$ cat config.mk
export PLATFORM = sky130hd
export DESIGN_NAME = wr_ptr_ctrl
export DESIGN_NICKNAME = d
export VERILOG_FILES = /design/src/rtl/wr_ptr_ctrl.sv
export SDC_FILE = /design/constraint.sdc
export NUM_CORES = 1
export LEC_CHECK = 0
export BUFFER_PORTS_ARGS = -buffer_cell sky130_fd_sc_hd__clkbuf_2
export CORE_UTILIZATION = 45
export CTS_BUF_LIST = sky130_fd_sc_hd__clkbuf_8
export CTS_CLUSTER_SIZE = 28
export DETAILED_ROUTE_END_ITERATION = 12
export PLACE_DENSITY = 0.76
export SLEW_MARGIN = 20
export SYNTH_ARGS = -nofsm -noshare
export SYNTH_HDL_FRONTEND = slang
export SYNTH_SLANG_ARGS = --single-unit
$ cat constraint.sdc
create_clock -name wclk -period 4.6 [get_ports wclk]
set_input_delay 0.92 -clock wclk [delete_from_list [all_inputs] [get_ports wclk]]
set_output_delay 0.92 -clock wclk [all_outputs]
set_load 0.01 [all_outputs]
$ cat src/rtl/wr_ptr_ctrl.sv
// rtl/wr_ptr_ctrl.sv - async FIFO write-domain pointer, synchroniser and flag generator
//
// Keeps a binary write pointer with an extra wrap bit and exports its Gray
// copy for the read domain. Brings the read-domain Gray pointer across with a
// flop chain and derives full, almost_full, fill level and a sticky overflow.
//
// Ports:
//   wclk, wr_srstn      write clock, asynchronous active-low reset
//   wr_en               write request
//   rd_ptr_gray         read pointer (Gray) from the read domain, asynchronous
//   ovf_clr             clears the overflow flag
//   wr_ack, wr_addr     RAM write strobe and address
//   wr_ptr_bin/_gray    registered write pointer, binary and Gray
//   full, almost_full   registered status flags
//   wr_level            registered fill level seen from the write domain
//   overflow            sticky: write attempted while full
module wr_ptr_ctrl #(
  parameter int ADDR_WIDTH   = 8,
  parameter int SYNC_STAGES  = 2,
  parameter int AFULL_THRESH = (1 << ADDR_WIDTH) - 4
) (
  input  logic                  wclk,
  input  logic                  wr_srstn,
  input  logic                  wr_en,
  input  logic [ADDR_WIDTH:0]   rd_ptr_gray,
  input  logic                  ovf_clr,
  output logic                  wr_ack,
  output logic [ADDR_WIDTH-1:0] wr_addr,
  output logic [ADDR_WIDTH:0]   wr_ptr_bin,
  output logic [ADDR_WIDTH:0]   wr_ptr_gray,
  output logic                  full,
  output logic                  almost_full,
  output logic [ADDR_WIDTH:0]   wr_level,
  output logic                  overflow
);

  localparam int PW = ADDR_WIDTH + 1;
  localparam logic [PW-1:0] DEPTH_C = {1'b1, {ADDR_WIDTH{1'b0}}};
  localparam logic [PW-1:0] AFULL_C = PW'(AFULL_THRESH);

  logic [PW-1:0] wr_ptr_bin_q,  wr_ptr_bin_d;
  logic [PW-1:0] wr_ptr_gray_q, wr_ptr_gray_d;
  logic [PW-1:0] sync_q [SYNC_STAGES];
  logic [PW-1:0] sync_d [SYNC_STAGES];
  logic          full_q,        full_d;
  logic          almost_full_q, almost_full_d;
  logic [PW-1:0] wr_level_q,    wr_level_d;
  logic          overflow_q,    overflow_d;

  logic [PW-1:0] rq_gray;
  logic [PW-1:0] rq_bin;
  logic [PW-1:0] level_next;

  // Acceptance depends only on registered full, so the RAM sees the strobe
  // in the same cycle the request is made.
  assign wr_ack  = wr_en & ~full_q;
  assign wr_addr = wr_ptr_bin_q[ADDR_WIDTH-1:0];

  always_comb begin
    sync_d[0] = rd_ptr_gray;
    for (int i = 1; i < SYNC_STAGES; i++) begin
      sync_d[i] = sync_q[i-1];
    end
  end

  always_comb begin
    rq_gray = sync_q[SYNC_STAGES-1];
    // Gray to binary: each bit is the XOR of all Gray bits at or above it.
    rq_bin = '0;
    for (int i = 0; i < PW; i++) begin
      rq_bin[i] = ^(rq_gray >> i);
    end
  end

  always_comb begin
    wr_ptr_bin_d  = wr_ptr_bin_q + {{ADDR_WIDTH{1'b0}}, wr_ack};
    wr_ptr_gray_d = wr_ptr_bin_d ^ (wr_ptr_bin_d >> 1);
    // Level uses the post-write pointer so full rises on the edge of the
    // filling write; the stale read pointer keeps the flags pessimistic.
    level_next    = wr_ptr_bin_d - rq_bin;
    wr_level_d    = level_next;
    full_d        = (level_next == DEPTH_C);
    almost_full_d = (level_next >= AFULL_C);
    // A set in the same cycle as a clear wins.
    overflow_d    = (wr_en & full_q) | (overflow_q & ~ovf_clr);
  end

  always_ff @(posedge wclk or negedge wr_srstn) begin
    if (!wr_srstn) begin
      wr_ptr_bin_q  <= '0;
      wr_ptr_gray_q <= '0;
      for (int i = 0; i < SYNC_STAGES; i++) begin
        sync_q[i] <= '0;
      end
      full_q        <= 1'b0;
      almost_full_q <= 1'b0;
      wr_level_q    <= '0;
      overflow_q    <= 1'b0;
    end else begin
      wr_ptr_bin_q  <= wr_ptr_bin_d;
      wr_ptr_gray_q <= wr_ptr_gray_d;
      for (int i = 0; i < SYNC_STAGES; i++) begin
        sync_q[i] <= sync_d[i];
      end
      full_q        <= full_d;
      almost_full_q <= almost_full_d;
      wr_level_q    <= wr_level_d;
      overflow_q    <= overflow_d;
    end
  end

  assign wr_ptr_bin  = wr_ptr_bin_q;
  assign wr_ptr_gray = wr_ptr_gray_q;
  assign full        = full_q;
  assign almost_full = almost_full_q;
  assign wr_level    = wr_level_q;
  assign overflow    = overflow_q;

endmodule

# After elaboration in Yosys (flattened, before gate mapping)
# Index checks and enable logic that the tools add are counted.
[totals] regBits=48 word_cells=28
[op_classes] eq_ne=1 n_addsub=2 bitwise=7 n_lt_le_gt_ge=1 reduce_logical=9
[op_table] operator="$reduce_xor 9->1" count=9
[op_table] operator="$add 9x1->9" count=1
[op_table] operator="$eq 9x9->1 const B" count=1
[op_table] operator="$ge 9x8->1 const B" count=1
[op_table] operator="$sub 9x9->9" count=1
[op_table] operator="$xor 9x8->9" count=1
[op_table] operator="$and 1x1->1" count=3
[op_table] operator="$not 1->1" count=2
[op_table] operator="$or 1x1->1" count=1

# Depth between registers and ports, before layout
# Gate-level depths: netlist of run 1.
[logic_depth] depth_word=5 ltp_mapped=13 mapped_depth_nobuf=13

# Least setup slack after synthesis of run 1
# OpenSTA, ideal clock, no wires.
[synth_path] path_type="input -> register" start="input port wr_en" end="register full_q, in the netlist full" t_arrival_ns=3.461 path_stages=12 n_path_buf=0 setup_slack_ns=1.044 path_cell_list="nor2b_1 -> ha_1 -> ha_1 -> nand3_1 -> xor2_1 -> inv_1 -> mux2_1 -> a221oi_1 -> nor3_1 -> xnor2_1 -> nand4_1 -> nor4b_2"
[synth_via] elab_chain_len=4
[synth_rtl] item="start: declaration" line_no="24" source="input logic wr_en,"
[synth_rtl] item="$and 1x1->1" line_no="56" source="assign wr_ack = wr_en & ~full_q;"
[synth_rtl] item="$add 9x1->9" line_no="76" source="wr_ptr_bin_d = wr_ptr_bin_q + {{ADDR_WIDTH{1'b0}}, wr_ack};"
[synth_rtl] item="named net wr_ptr_bin_d[4]" line_no="41" source="logic [PW-1:0] wr_ptr_bin_q, wr_ptr_bin_d;"
[synth_rtl] item="$sub 9x9->9" line_no="80" source="level_next = wr_ptr_bin_d - rq_bin;"
[synth_rtl] item="$eq 9x9->1" line_no="82" source="full_d = (level_next == DEPTH_C);"
[synth_rtl] item="named net full_d" line_no="45" source="logic full_q, full_d;"
[synth_rtl] item="end signal: assignment" line_no="105" source="full_q <= full_d;"
[synth_rtl] item="end: declaration" line_no="45"
# The timed path passes the listed nets, and every way through them passes these cells.

# Final worst setup path of run 1
[layout_path] start="register sync_q, in the netlist rq_gray[6]" end="register full_q, in the netlist full"
[layout_via] elab_chain_len=3 elab_cells_between_ends=9 cone_classes="add/sub: 1; eq/ne: 1; reduce/logical: 7"
[layout_rtl] item="start: declaration" line_no="43" source="logic [PW-1:0] sync_q [SYNC_STAGES];"
[layout_rtl] item="start signal: indexed assignment" line_no="103" source="sync_q[i] <= sync_d[i];"
[layout_rtl] item="$reduce_xor 9->1" line_no="71" source="rq_bin[i] = ^(rq_gray >> i);"
[layout_rtl] item="$sub 9x9->9 *" line_no="80"
[layout_rtl] item="named net level_next[8]" line_no="52" source="logic [PW-1:0] level_next;"
[layout_rtl] item="$eq 9x9->1 *" line_no="82"
[layout_rtl] item="named net full_d" line_no="45"
# The timed path passes the listed nets; every way through them passes the cells marked *.

==> metrics.cfg, run 1 <==
[routing]
vias_per_cell=4.89
finalWirelength_um=3420
final_antenna_net_count=0
drt_iter0_drc=49
drc_errors=10
first_pass_iters=8
wl_per_cell_um=12.5
vias=1335

[critical_path]
endpoint_kind=register
cpMaxStageDelayCell=xnor3_2
cp_slowest_stage_delay_ns=0.52
path_cells=xnor3_2, xnor3_2, xnor2_1, xnor2_1, ha_1, fa_1, o211ai_1, o2111ai_1, and3_2, a211oi_2, nor4b_2
timing.rr.start=rq_gray[6]
start_kind=register
r2r_end=full
cp_top_family=XOR/XNOR gates
cp.required_ns=4.81
cp_max_fo=5
path_class=reg -> reg
rrSetupSlack_ns=0.97
crit_buf_inv=0
arrival_ns=3.85
reg2reg_depth=11

[timing]
rsz0062_at_grt=false
finClkSkew_ns=0.00923
hold_violations=0
fmax_ghz=0.275
tightest_slew_ns=0.573
layout_min_cycle_time_ns=3.63
setup_tns_ns=0
setup_viol=0
fin_crit_sh=0.790
relSlewSlack=0.618
slew_viol_final=0
fin_hold_ws_ns=0.351

[cells_and_area]
final_cell_mix=clkbuf_2, dfrtp_1, xnor2_1
drive_above_1_share=0.312
fillers=386
antennaDiodeCount=0
area_delta_synth_final_pct=16.3
final_cells=273
finalNetCount=242
stdcell_area_um2=2480
mostFrequentLayoutCell=clkbuf_2

[worst_hold_path]
hp-start=sync_d[3]
hold_path_end=rq_gray[3]
hold-path-cell-count=0
hold_class=reg -> reg

[global_routing]
grt-ovfl-total=0
grt_first_pass_wirelength_um=5680
antenna_found_initial=0
grt_usage=0.151
grt_pass1_vias=1260
grt_max_degree=48

[floorplan]
core-area_um2=4440
initial_core_util=0.480
die_area_um2=5020
die_h_um=70.9
row_count=24
die_w_um=70.9
ios=52

[power_and_ir_drop]
power_mw=1.84
p_leak_nw=1.25
power_density_nw_per_um2=740
ir_drop_uv=275

[clock_tree]
ctsResizeCount=0
htreeDepth=2
tritoncts=built
post-cts-setup-buffers=0
cts_max_path_buffers=2
cts-buffers-inserted=5
holdBufCountCts=0
clk_pin_slew_ns=0.09
clkLatencyLatePin_ns=0.30
cts.root.buffer_cell=clkbuf_8
cts_sinks=47

[placement]
dp_hpwl_um=2600
gp_congestion=0.860
port-buffer-count=51
dp_cells=265
dpl-instance-area_um2=2390

[status]
violations=DRC
status=complete, but fails checks

[logic_synthesis]
netlist_area_um2=2130
synth-seq-cells=47
ys_seq_area_frac=0.551
ys_warn_count=0
avgSynthCellArea_um2=12.5
synth_edf_count=0
async_flop_share=1.00
synthFlopType=dfrtp_1
yosysUniqueCellTypes=37
syn_nets=193
syn_inst=171

[run]
max-cap-violations=0

-- metal layers --
layer	vias to the layer above	wire, um	track usage
li1	653	-	-
met1	635	1500	0.172
met2	41	1690	0.269
met3	6	188	0.0470
met4	0	44	0.0533
met5	-	0	0
-- where the power goes --
group          internal (mW)  total (mW)  switching, mW  leakage, nW
clock network          0.109       0.249          0.141       0.0408
logic                  0.403       0.983          0.580        0.640
registers              0.537       0.604         0.0674        0.569
-- flip-flops by register name (all words and copies together) (netlist names) --
signal,count
wr_ptr_bin,9
wr_level,9
overflow,1
full,1
sync_d,9
rq_gray,9
almost_full,1
wr_ptr_gray,8
-- worst reg2reg max path, cell delays in order, from the launching register on --
cell and delay (ns):
dfrtp_1 0.37, xnor3_2 0.46, xnor3_2 0.53, xnor2_1 0.32, xnor2_1 0.11, ha_1 0.21, fa_1 0.44, o211ai_1 0.22
o2111ai_1 0.17, and3_2 0.22, a211oi_2 0.27, nor4b_2 0.24
-- worst max path at each step --
stage	cells after the start	startpoint	to	slack, ns
3_5_place_dp	13	wr_en	full	0.82
2_1_floorplan	12	wr_en	full	1.04
6_report	11	rq_gray[6]	full	0.97
3_3_place_gp	13	wr_en	full	0.97
4_1_cts	11	rq_gray[6]	full	0.95
5_1_grt	11	rq_gray[6]	full	0.77
-- cell families (layout without fill, tap and decap cells) --
kind of cell / Yosys count / after routing / share of synthesized area
buffers and inverters: 30 / 80 / 0.0686
XOR/XNOR: 36 / 36 / 0.178
AO/OA/AOI/OAI: 18 / 18 / 0.0645
flip-flops: 47 / 47 / 0.551
adder cells (fa/ha/maj): 9 / 9 / 0.0563
multiplexers: 1 / 1 / 0.00528
AND/OR/NAND/NOR: 30 / 30 / 0.0762
-- metrics by stage --
| stage | util | setup slack (ns) |
|---|---|---|
| detailed placement | 0.537 | 0.818 |
| CTS | 0.558 | 0.955 |
| floorplan | - | 1.04 |
| global placement | 0.537 | 0.967 |
| finish | 0.558 | 0.966 |
| global route | 0.558 | 0.767 |
-- cell type report --
cell class | instances | area, um2 | share of cell area
Clock inverter | 3 | 23.8 | 0.00958
Inverter | 21 | 78.8 | 0.0318
Clock buffer | 5 | 68.8 | 0.0277
Multi-Input combinational cell | 94 | 811 | 0.327
Sequential cell | 47 | 1180 | 0.474
Tap cell | 52 | 65.1 | 0.0262
Timing Repair Buffer | 51 | 258 | 0.104
-- synth_stat cells, types with 3 or more instances --
library cell | count | area share
nor3_1 | 5 | 0.012
xor2_1 | 8 | 0.033
a21oi_1 | 4 | 0.0094
nor2_1 | 4 | 0.0070
nand3_1 | 3 | 0.0070
dfrtp_1 | 47 | 0.55
nand2_1 | 7 | 0.012
buf_4 | 9 | 0.032
ha_1 | 8 | 0.047
inv_1 | 21 | 0.037
xnor2_1 | 23 | 0.094
No activity file was read; power rests on OpenSTA's default activity.
==> run 2: changes to the inputs <==
Clock period 4.6 ns to 3.5 ns, I/O delays scaled along.
==> run 2 against run 1 <==
  * The flow still finishes with violations (DRC)
  * First-iteration DRC count up 61%
  * Design area grew 5.2%
  * Via count up 3.1%
  * Non-clock buffer count is 15 higher
  * Flip-flop and latch count stayed put
  * Critical path depth unchanged
  * Utilization increased by 2.9 points
  * Worst hold slack about the same
  * Final cell count up 5.1%
  * Largest cell class unchanged
==> metrics.cfg, run 2 (same netlist as run 1, synthesis figures left out) <==
[routing]
first_pass_iters=10  ; +2
vias_per_cell=4.80  ; -1.9%
finalWirelength_um=3460  ; +1.3%
drc_errors=8  ; -2
drt_iter0_drc=79  ; +61%
final_antenna_net_count=0  ; unchanged
wl_per_cell_um=12.1  ; -3.6%
vias=1377  ; +3.1%

[global_routing]
grt-ovfl-total=0  ; unchanged
grt_pass1_vias=1300  ; +3.2%
grt_max_degree=48  ; unchanged
grt_first_pass_wirelength_um=5800  ; +2.2%
antenna_found_initial=0  ; unchanged
grt_usage=0.152  ; +0.00114

[timing]
rsz0062_at_grt=false
setup_viol=0  ; unchanged
relSlewSlack=0.623  ; +0.00496
fin_crit_sh=0.939  ; +0.149
fin_hold_ws_ns=0.351  ; -0.0000720 ns
worst_slack_ns=0.214  ; -0.752 ns
fmax_ghz=0.304  ; +11%
slew_viol_final=0  ; unchanged
setup_tns_ns=0  ; unchanged
layout_min_cycle_time_ns=3.29  ; -0.348 ns
tightest_slew_ns=0.566  ; -0.00745 ns
hold_violations=0  ; unchanged
finClkSkew_ns=0.00712  ; -0.00210 ns

[worst_hold_path]
hold_class=reg -> reg

[critical_path]
cp.required_ns=3.70  ; -1.11 ns
cp_common_cell=xnor3_2
path_cells=xnor3_2, xnor3_2, xnor2_2, xnor2_1, ha_1, fa_1, o211ai_1, o2111ai_1, and3_2, a211oi_2, nor4b_2
rrSetupSlack_ns=0.21  ; -0.75 ns
path_class=reg -> reg
cp_max_fo=4  ; -1
cp_slowest_stage_delay_ns=0.44  ; -0.08 ns
cpMaxStageDelayCell=fa_1
start_kind=register
arrival_ns=3.49  ; -0.36 ns
endpoint_kind=register

[cells_and_area]
antennaDiodeCount=0  ; unchanged
regArea_um2=1180  ; unchanged
final_cells=287  ; +5.1%
finalNetCount=257  ; +6.2%
final_cell_mix=clkbuf_2, dfrtp_1, inv_1, xnor2_1, buf_4
stdcell_area_um2=2610  ; +5.2%
area_delta_synth_final_pct=22.4
final_core_util=0.588  ; +0.0293
mostFrequentLayoutCell=clkbuf_2
multi_input_area_um2=818  ; +0.93%
fillers=382  ; -1.0%
drive_above_1_share=0.353  ; +0.0410

[power_and_ir_drop]
power.switching_mw=1.04  ; +32%
power_density_nw_per_um2=1000  ; +35%
internal_power_mw=1.58  ; +50%
p_seq_frac=0.303  ; -0.026
power_frac_clock=0.142  ; +0.006
p_leak_nw=1.34  ; +7.3%
ir_drop_uv=322  ; +17%
p_sw_frac=0.397  ; -0.0324
power_mw=2.61  ; +42%
combPwrFrac=0.555  ; +0.020

[status]
status=complete, but fails checks
violations=DRC

[placement]
port-buffer-count=51  ; unchanged
dpl-instance-area_um2=2500  ; +4.7%
dp_hpwl_um=2670  ; +2.8%
dp_cells=280  ; +5.7%
dpl_worst_slack_ns=-0.0243  ; -0.842 ns
gp_congestion=0.861  ; +0.12%

[clock_tree]
clk_pin_slew_ns=0.08  ; about the same
clkLatencyLatePin_ns=0.29  ; about the same
cts_max_path_buffers=2  ; unchanged
cts-buffers-inserted=5  ; unchanged
post-cts-setup-buffers=0  ; unchanged
cts.root.buffer_cell=clkbuf_8
ctsResizeCount=0  ; unchanged
holdBufCountCts=0  ; unchanged
tritoncts=built
htreeDepth=2  ; unchanged
cts_sinks=47  ; unchanged

[floorplan]
core-area_um2=4440  ; unchanged
die_w_um=70.9  ; unchanged
row_count=24  ; unchanged
die_h_um=70.9  ; unchanged
ios=52  ; unchanged
initial_core_util=0.480  ; unchanged
die_area_um2=5020  ; unchanged

[run]
max-cap-violations=0  ; unchanged

[run 2: cell types whose count changed in the layout (fill, tap and decap cells not counted), sizes merged]
cell      previous run  this run
buf                  1        16
bufinv               0         1
clkinvlp             2         0
[run 2: critical path, delay by kind of cell, from the launching register on]
family,cells,cell delay [ns]
XOR/XNOR,4,1.10
adder cells (fa/ha/maj),2,0.64
AO/OA/AOI/OAI,3,0.60
AND/OR/NAND/NOR,2,0.45
flip-flops,1,0.40
[run 2: cell type report]
cell class,instances,area share
clock inverter,2,0.0129
sequential,47,0.450
timing repair buffer,66,0.142
clock buffer,5,0.0264
multi-input combinational,94,0.313
tap,52,0.0249
inverter,21,0.0302
[run 2: layer usage]
metal	vias to the layer above	GRT usage	wire length, um
met4	0	0.0467	29
met3	4	0.0427	193
li1	678	-	-
met1	648	0.194	1540
met5	-	0	0
met2	47	0.254	1700
[run 2: power groups by stage]
stage | combinational, mW | clock, mW | sequential [mW]
2_1_floorplan | 0.910 | 0 | 0.867
3_3_place_gp | 1.42 | 0 | 0.802
3_5_place_dp | 1.45 | 0 | 0.805
4_1_cts | 1.46 | 0.383 | 0.793
5_1_grt | 1.61 | 0.407 | 0.808
6_report | 1.45 | 0.372 | 0.792
[run 2: final timing paths]
path,cells after the start,from,end
setup / recovery,11,rq_gray[7],full
hold / removal,0,sync_d[8],rq_gray[8]
setup reg to reg,11,rq_gray[7],full
hold reg to reg,0,sync_d[8],rq_gray[8]
max in group asynchronous,1,wr_srstn,sync_d[2]
min in group asynchronous,1,wr_srstn,wr_ptr_bin[2]
